## config.mk

```make
export PLATFORM = sky130hd
export DESIGN_NAME = aes_enc_sequencer
export DESIGN_NICKNAME = d
export VERILOG_FILES = /design/src/rtl/aes_seq_pkg.sv /design/src/rtl/aes_seq_watchdog.sv /design/src/rtl/aes_enc_sequencer.sv
export SDC_FILE = /design/constraint.sdc
export NUM_CORES = 1
export LEC_CHECK = 0
export ABC_AREA = 1
export ABC_CLOCK_PERIOD_IN_PS = 3200
export CAP_MARGIN = 20
export CORE_AREA = 2 2 315 317
export DETAILED_ROUTE_END_ITERATION = 7
export DIE_AREA = 0 0 317 319
export PLACE_DENSITY_LB_ADDON = 0.05
export SKIP_LAST_GASP = 1
export SLEW_MARGIN = 15
export SYNTH_ARGS = -nofsm -noshare
export SYNTH_HDL_FRONTEND = slang
export SYNTH_SLANG_ARGS = --single-unit
```

## constraint.sdc

```tcl
create_clock -name CLK -period 3.2 [get_ports CLK]
set_input_delay 0.64 -clock CLK [delete_from_list [all_inputs] [get_ports CLK]]
set_output_delay 0.64 -clock CLK [all_outputs]
set_load 0.005 [all_outputs]
```

## src/rtl/aes_seq_pkg.sv

```systemverilog
// Shared types and constants for the AES-128 encryption sequencer.
package aes_seq_pkg;

    localparam int unsigned AES_BLK_W   = 128;
    localparam int unsigned NOMINAL_LAT = 11;

    typedef enum logic [2:0] {
        ST_IDLE,
        ST_KEY,
        ST_KWAIT,
        ST_LOAD,
        ST_RUN,
        ST_ERROR
    } seq_state_e;

    typedef logic [AES_BLK_W-1:0] aes_blk_t;

endpackage

```

## src/rtl/aes_seq_watchdog.sv

```systemverilog
// Loadable down-counter watchdog: start reloads TIMEOUT_CYC, stop disarms,
// expired holds while armed at zero.
module aes_seq_watchdog #(
    parameter int unsigned TIMEOUT_CYC = 32
) (
    input  logic clk,
    input  logic rst_n,
    input  logic start,
    input  logic stop,
    output logic expired
);

    localparam int unsigned CW = $clog2(TIMEOUT_CYC + 1);

    logic [CW-1:0] cnt_q, cnt_d;
    logic          run_q, run_d;

    always_comb begin
        cnt_d = cnt_q;
        run_d = run_q;
        if (start) begin
            cnt_d = CW'(TIMEOUT_CYC);
            run_d = 1'b1;
        end else if (stop) begin
            run_d = 1'b0;
        end else if (run_q && cnt_q != '0) begin
            cnt_d = cnt_q - 1'b1;
        end
    end

    always_ff @(posedge clk or negedge rst_n) begin
        if (!rst_n) begin
            cnt_q <= '0;
            run_q <= 1'b0;
        end else begin
            cnt_q <= cnt_d;
            run_q <= run_d;
        end
    end

    assign expired = run_q && (cnt_q == '0);

endmodule

```

## src/rtl/aes_enc_sequencer.sv

```systemverilog
// Host-side sequencer for the iterative AES-128 core: key load, plaintext issue,
// ciphertext buffering, watchdog. Define AES_SEQ_TRIG_EN to build the scope trigger.
module aes_enc_sequencer
    import aes_seq_pkg::*;
#(
    parameter int unsigned TIMEOUT_CYC = 32,
    parameter int unsigned CNT_W       = 16
) (
    input  logic             CLK,
    input  logic             RSTn,
    input  logic             key_wr,
    input  logic [127:0]     key_in,
    input  logic             pt_valid,
    output logic             pt_ready,
    input  logic [127:0]     pt_in,
    output logic             ct_valid,
    input  logic             ct_ready,
    output logic [127:0]     ct_out,
    output logic             err,
    output logic [CNT_W-1:0] op_cnt,
    output logic             trig,
    output logic             aes_en,
    output logic             aes_krdy,
    output logic             aes_drdy,
    output logic [127:0]     aes_kin,
    output logic [127:0]     aes_din,
    input  logic             aes_kvld,
    input  logic             aes_dvld,
    input  logic             aes_bsy,
    input  logic [127:0]     aes_dout
);

    seq_state_e state_q, state_d;

    aes_blk_t         key_q, key_d, pt_q, pt_d, ct_q, ct_d, kin_q, kin_d, din_q, din_d;
    logic             key_pend_q, key_pend_d, key_ok_q, key_ok_d, err_q, err_d;
    logic             ct_valid_q, ct_valid_d, krdy_q, krdy_d, drdy_q, drdy_d, en_q, en_d;
    logic [CNT_W-1:0] op_cnt_q, op_cnt_d;
    logic             wd_start, wd_stop, wd_expired, pt_fire;

    aes_seq_watchdog #(.TIMEOUT_CYC(TIMEOUT_CYC)) u_wdog (
        .clk     (CLK),
        .rst_n   (RSTn),
        .start   (wd_start),
        .stop    (wd_stop),
        .expired (wd_expired)
    );

    always_ff @(posedge CLK or negedge RSTn) begin
        if (!RSTn) state_q <= ST_IDLE;
        else       state_q <= state_d;
    end

    always_comb begin
        state_d = state_q;
        unique case (state_q)
            ST_IDLE:  if (key_wr || key_pend_q) state_d = ST_KEY;
                      else if (pt_fire)         state_d = ST_LOAD;
            ST_KEY:   state_d = ST_KWAIT;
            ST_KWAIT: if (aes_kvld) state_d = ST_IDLE;
            ST_LOAD:  state_d = ST_RUN;
            ST_RUN:   if (aes_dvld)        state_d = ST_IDLE;
                      else if (wd_expired) state_d = ST_ERROR;
            ST_ERROR: if (key_wr) state_d = ST_KEY;
            default:  state_d = ST_IDLE;
        endcase
    end

    always_comb begin
        pt_ready = (state_q == ST_IDLE) && key_ok_q && !ct_valid_q && !key_pend_q;
        pt_fire  = pt_valid && pt_ready;
        wd_start = (state_q == ST_LOAD);
        wd_stop  = (state_q == ST_RUN) && (aes_dvld || wd_expired);
    end

    // Core strobes and buses are registered, so they lag the KEY/LOAD state by one cycle.
    always_comb begin
        key_d      = key_wr ? key_in : key_q;
        pt_d       = pt_fire ? pt_in : pt_q;
        krdy_d     = (state_q == ST_KEY);
        kin_d      = (state_q == ST_KEY) ? key_q : kin_q;
        drdy_d     = (state_q == ST_LOAD);
        din_d      = (state_q == ST_LOAD) ? pt_q : din_q;
        en_d       = (state_d != ST_ERROR);
        key_pend_d = key_pend_q;
        key_ok_d   = key_ok_q;
        err_d      = err_q;
        ct_d       = ct_q;
        ct_valid_d = ct_valid_q;
        op_cnt_d   = op_cnt_q;

        if (key_wr && (state_q inside {ST_KEY, ST_KWAIT, ST_LOAD, ST_RUN}))
            key_pend_d = 1'b1;
        else if (state_q == ST_IDLE && state_d == ST_KEY)
            key_pend_d = 1'b0;

        if (state_q == ST_KWAIT && aes_kvld) begin
            key_ok_d = 1'b1;
            err_d    = 1'b0;
        end
        if (state_q == ST_RUN && state_d == ST_ERROR) begin
            key_ok_d = 1'b0;
            err_d    = 1'b1;
        end
        if (key_wr) err_d = 1'b0;

        if (state_q == ST_RUN && aes_dvld) begin
            ct_d       = aes_dout;
            ct_valid_d = 1'b1;
            op_cnt_d   = op_cnt_q + 1'b1;
        end else if (ct_valid_q && ct_ready) begin
            ct_valid_d = 1'b0;
        end
    end

    always_ff @(posedge CLK or negedge RSTn) begin
        if (!RSTn) begin
            key_q      <= '0;
            pt_q       <= '0;
            ct_q       <= '0;
            kin_q      <= '0;
            din_q      <= '0;
            key_pend_q <= 1'b0;
            key_ok_q   <= 1'b0;
            err_q      <= 1'b0;
            ct_valid_q <= 1'b0;
            krdy_q     <= 1'b0;
            drdy_q     <= 1'b0;
            en_q       <= 1'b0;
            op_cnt_q   <= '0;
        end else begin
            key_q      <= key_d;
            pt_q       <= pt_d;
            ct_q       <= ct_d;
            kin_q      <= kin_d;
            din_q      <= din_d;
            key_pend_q <= key_pend_d;
            key_ok_q   <= key_ok_d;
            err_q      <= err_d;
            ct_valid_q <= ct_valid_d;
            krdy_q     <= krdy_d;
            drdy_q     <= drdy_d;
            en_q       <= en_d;
            op_cnt_q   <= op_cnt_d;
        end
    end

`ifdef AES_SEQ_TRIG_EN
    logic trig_q, trig_d;

    always_comb begin
        trig_d = trig_q;
        if (drdy_q)
            trig_d = 1'b1;
        else if (state_q == ST_RUN && (aes_dvld || wd_expired))
            trig_d = 1'b0;
    end

    always_ff @(posedge CLK or negedge RSTn) begin
        if (!RSTn) trig_q <= 1'b0;
        else       trig_q <= trig_d;
    end

    assign trig = trig_q;
`else
    assign trig = 1'b0;
`endif

    always_ff @(posedge CLK) begin
        if (RSTn && state_q == ST_IDLE) assert (!aes_bsy);
    end

    assign ct_valid = ct_valid_q;
    assign ct_out   = ct_q;
    assign err      = err_q;
    assign op_cnt   = op_cnt_q;
    assign aes_en   = en_q;
    assign aes_krdy = krdy_q;
    assign aes_drdy = drdy_q;
    assign aes_kin  = kin_q;
    assign aes_din  = din_q;

endmodule

```

==> run summary <==
The worst-path cell with the longest stage delay is clkdlybuf4s50_1. The critical path required time is 2560 ps. The cell-internal power came out at 0.0237 W. Summing over every cut layer, the via total after detailed routing is 20,000. The worst-case setup margin in the final layout is about 370 ps. The cell area after synthesis came out at roughly 25,000 um2.

The power consumption is 0.0346 W. The die area came out at 101,000 um2. The share of total power dissipated in the clock network is 27.3%. The number of nets in the synthesized netlist is 3,035. The portion of the post-synthesis area used by sequential elements came out at between 60% and 70%. The maximum fanout along the worst path came out at 6. The count of endpoints failing setup in the final report is 0. In this run the vertical extent of the chip is 319 um.

Grouping stages by cell kind, the critical path spends the most delay in buffers and inverters. Setup repair after global routing left no endpoint under its margin. The distinct cell type count after synthesis is 31. The area added between synthesis and finish is 47.9%. The mean instance size in the synthesized netlist came out at 9.62 um2. The worst register-to-register path has a setup slack of 1110 ps. The initial core utilization came out at 26.0%. On the final layout, the worst clock skew is 11.7 ps. Summed over all cells, the static leakage comes to ~17 nW. The die width is 317 um. The minimum setup slack after placement is ~820 ps. The topmost layer with routed signal wires is met5. The total count of hold-check failures in the final report came out at 0. The flow ran to the end, and the final reports show no timing, DRC or antenna violations.

Summed over all layers, the routed wires come to 88,100 um. The number of max-slew violations in the final report is 0. The most common library cell in the layout ignoring fill and taps is nand2_1. The longest clock path from root to sink contains 3 buffers.

The clock latency reported for the late side of the worst-skew pair came out at between 600 and 700 ps. The H-tree was split into 3 levels. The worst stage delay on the critical path came out at 560 ps. The area inside the core boundary is 97,700 um2. The via count of the first global-routing pass came out at 20,500.

At the pin with the least slew margin, the transition time is 799 ps. The number of clock sinks seen by CTS came out at 673. The number of DRC markers after the initial detailed-route iteration came out at 1,202. The count of buffers inserted at the top-level ports is between 700 and 800. For this run, the total global-route usage over all layers was measured as 17.2%. The cell chosen for the clock root is clkbuf_16. In the detailed route, the total length drawn on met3 is roughly 8000 um. The worst pin sits at a relative slew slack of 46.7%. The fraction of layout cells with a size suffix above 1 is 5.45%. The gate count of the mapped netlist is ~2,600. The clock-pin slew on the worst setup and hold paths came out at 60 ps. Synthesis inferred 673 register bits. The fraction of power consumed by combinational cells came out at 33.7%. The power per standard cell area is 923 nW/um2. The count of nets after finishing came out at 3,818. The count of TritonRoute iterations in the first routing pass came out at 5. After detailed routing, the average wire length per cell comes to 18.4 um. After clock tree synthesis, the repair step resized 0 gates.

The critical path class is reg -> out. Routability-driven placement finished with a final weighted congestion of 0.825. The first-pass GRT wire length came out at 131,000 um. The portion of the clock cycle consumed by the worst path in the final layout came out at 88.3%.

The data arrival time of the critical path is 2190 ps. Counting the buffers created by CTS gives between 80 and 90. The overall overflow remaining after global route is 0. The met2 wire length came out at 43,800 um. Net switching is about a third of the power. The half-perimeter wire length of the detailed placement result is 63,900 um. The minimum clock period is 2830 ps. Once detail routing completed, the nets flagged for antenna violations numbered 0.

The worst ir drop on vdd is 0.405 mV. The switching component of the power is 0.0109 W. The met1 routed wirelength after detailed routing is 33,700 um. The top-level I/O count is 799. After detailed routing, the number of remaining DRC violations is 0. The largest net degree at the start of global routing came out at 173. The TritonCTS clock tree is done. The sequential power share came out at between 30% and 40%.

The accumulated negative setup slack came out at 0 ps. The worst setup path is launched from a register. Row generation in the floorplan step produced between 100 and 150 rows. The path class of the tightest hold or removal check is in -> reg. The initial antenna violation count came to 18. The combined buffer and inverter count along the critical path is 1. Static timing analysis puts the maximum clock frequency at 354 MHz. Leaving out fill and tap cells, the most frequent cells in the layout are 939 x nand2_1, 794 x clkdlybuf4s50_1, 673 x dfrtp_1, 431 x o21ai_0, 279 x inv_1. The ratio of routed vias to standard cells came out at between 4 and 5. Walking the worst path, the cells encountered are nor3_2 > and2_1 > clkdlybuf4s50_1. Max-cap violations in this run came to 0. The count of synthesis-stage warnings from yosys came out at 0. The sort of element at the end of the critical path is a primary output.
==> final timing paths <==
check	start	endpoint	depth (start not counted)
worst max-delay path	state_q[1]	pt_ready	3
worst min-delay path	key_wr	key_q[117]	3
worst max register to register	state_q[1]	pt_q[110]	5
worst min register to register	ct_out[84]	ct_out[84]	2
max in group asynchronous	RSTn	aes_din[56]	3
min in group asynchronous	RSTn	key_q[107]	2
==> metrics by stage <==
| stage | std cells | area, um2 | hold WS (ps) | util [%] |
|---|---|---|---|---|
| after floorplan | 2640 | 25400 | 344 | - |
| after global placement | 4625 | 34800 | 464 | 35.6 |
| after detailed placement | 4625 | 34800 | 464 | 35.6 |
| after CTS | 4772 | 37500 | 388 | 38.4 |
| after global routing | 4778 | 37500 | 425 | 38.4 |
| final | 4779 | 37500 | 437 | 38.4 |
==> repair_timing <==
| item | 4_1_cts | 5_1_grt |
|---|---|---|
| hold buffers | 1 | 0 |
| endpoints found under the setup margin | 0 | 0 |
| endpoints found under the hold margin | 21 | 0 |
| setup buffers | 0 | 0 |
==> cell usage after synthesis, drive strengths merged <==
master | number | area (um2)
a21oi | 2 | 10.0
and2 | 1 | 6.26
buf | 96 | 623
clkbuf | 48 | 180
conb | 1 | 3.75
dfrtp | 673 | 16800
ha | 3 | 37.5
inv | 285 | 1070
nand2 | 941 | 3540
nand3 | 17 | 95.1
nand4 | 5 | 31.3
nor2 | 17 | 76.3
nor3 | 10 | 88.8
o211ai | 1 | 7.51
o21ai | 520 | 2600
o221ai | 1 | 8.76
o31ai | 3 | 22.5
xnor2 | 7 | 61.3
xor2 | 9 | 78.8
==> area by class of cell <==
| class | instances | area, um2 |
|---|---|---|
| antenna | 7 | 17.5 |
| multi-input combinational | 1538 | 6690 |
| fill | 9712 | 60200 |
| sequential | 673 | 16800 |
| inverter | 285 | 1080 |
| tap | 1287 | 1610 |
| clock buffer | 122 | 2400 |
| clock inverter | 24 | 339 |
| timing repair buffer | 843 | 8570 |
==> sequential cells by signal (all words and copies together) (netlist names) <==
register,flops
aes_din,128
op_cnt,16
aes_kin,128
pt_q,128
ct_out,128
key_q,128
key_ok_q,1
err,1
state_q,3
aes_en,1
u_wdog.run_q,1
key_pend_q,1
aes_krdy,1
aes_drdy,1
u_wdog.cnt_q,6
ct_valid,1
==> power by group through the flow <==
stage          Sequential, W  Combinational (W)  Clock [W]
3_3_place_gp          0.0135             0.0118          0
3_5_place_dp          0.0136             0.0120          0
5_1_grt               0.0139             0.0131     0.0102
6_report              0.0135             0.0117    0.00947
4_1_cts               0.0135             0.0120    0.00984
2_1_floorplan         0.0136            0.00433          0
==> worst min-delay path, stage by stage <==
cell and delay [ps]:
buf_6 220, nand2_1 100, o21ai_0 70
==> per-layer routing <==
metal | vias up | GRT usage (%)
met1 | 9531 | 19.3
met2 | 576 | 29.3
li1 | 9777 | -
met3 | 130 | 6.51
met4 | 22 | 6.38
met5 | - | 0
==> logic make-up after synthesis <==
logic type	after synthesis	synth area share [%]
AOI/OAI and AO/OA	527	10.4
xor gates and xnor gates	16	0.552
adders and majority gates	3	0.148
buffers and inverters	429	7.38
DFF	673	66.3
other	1	0.0148
and+or+nand+nor	991	15.1
Power figures use the tool's default switching activity.
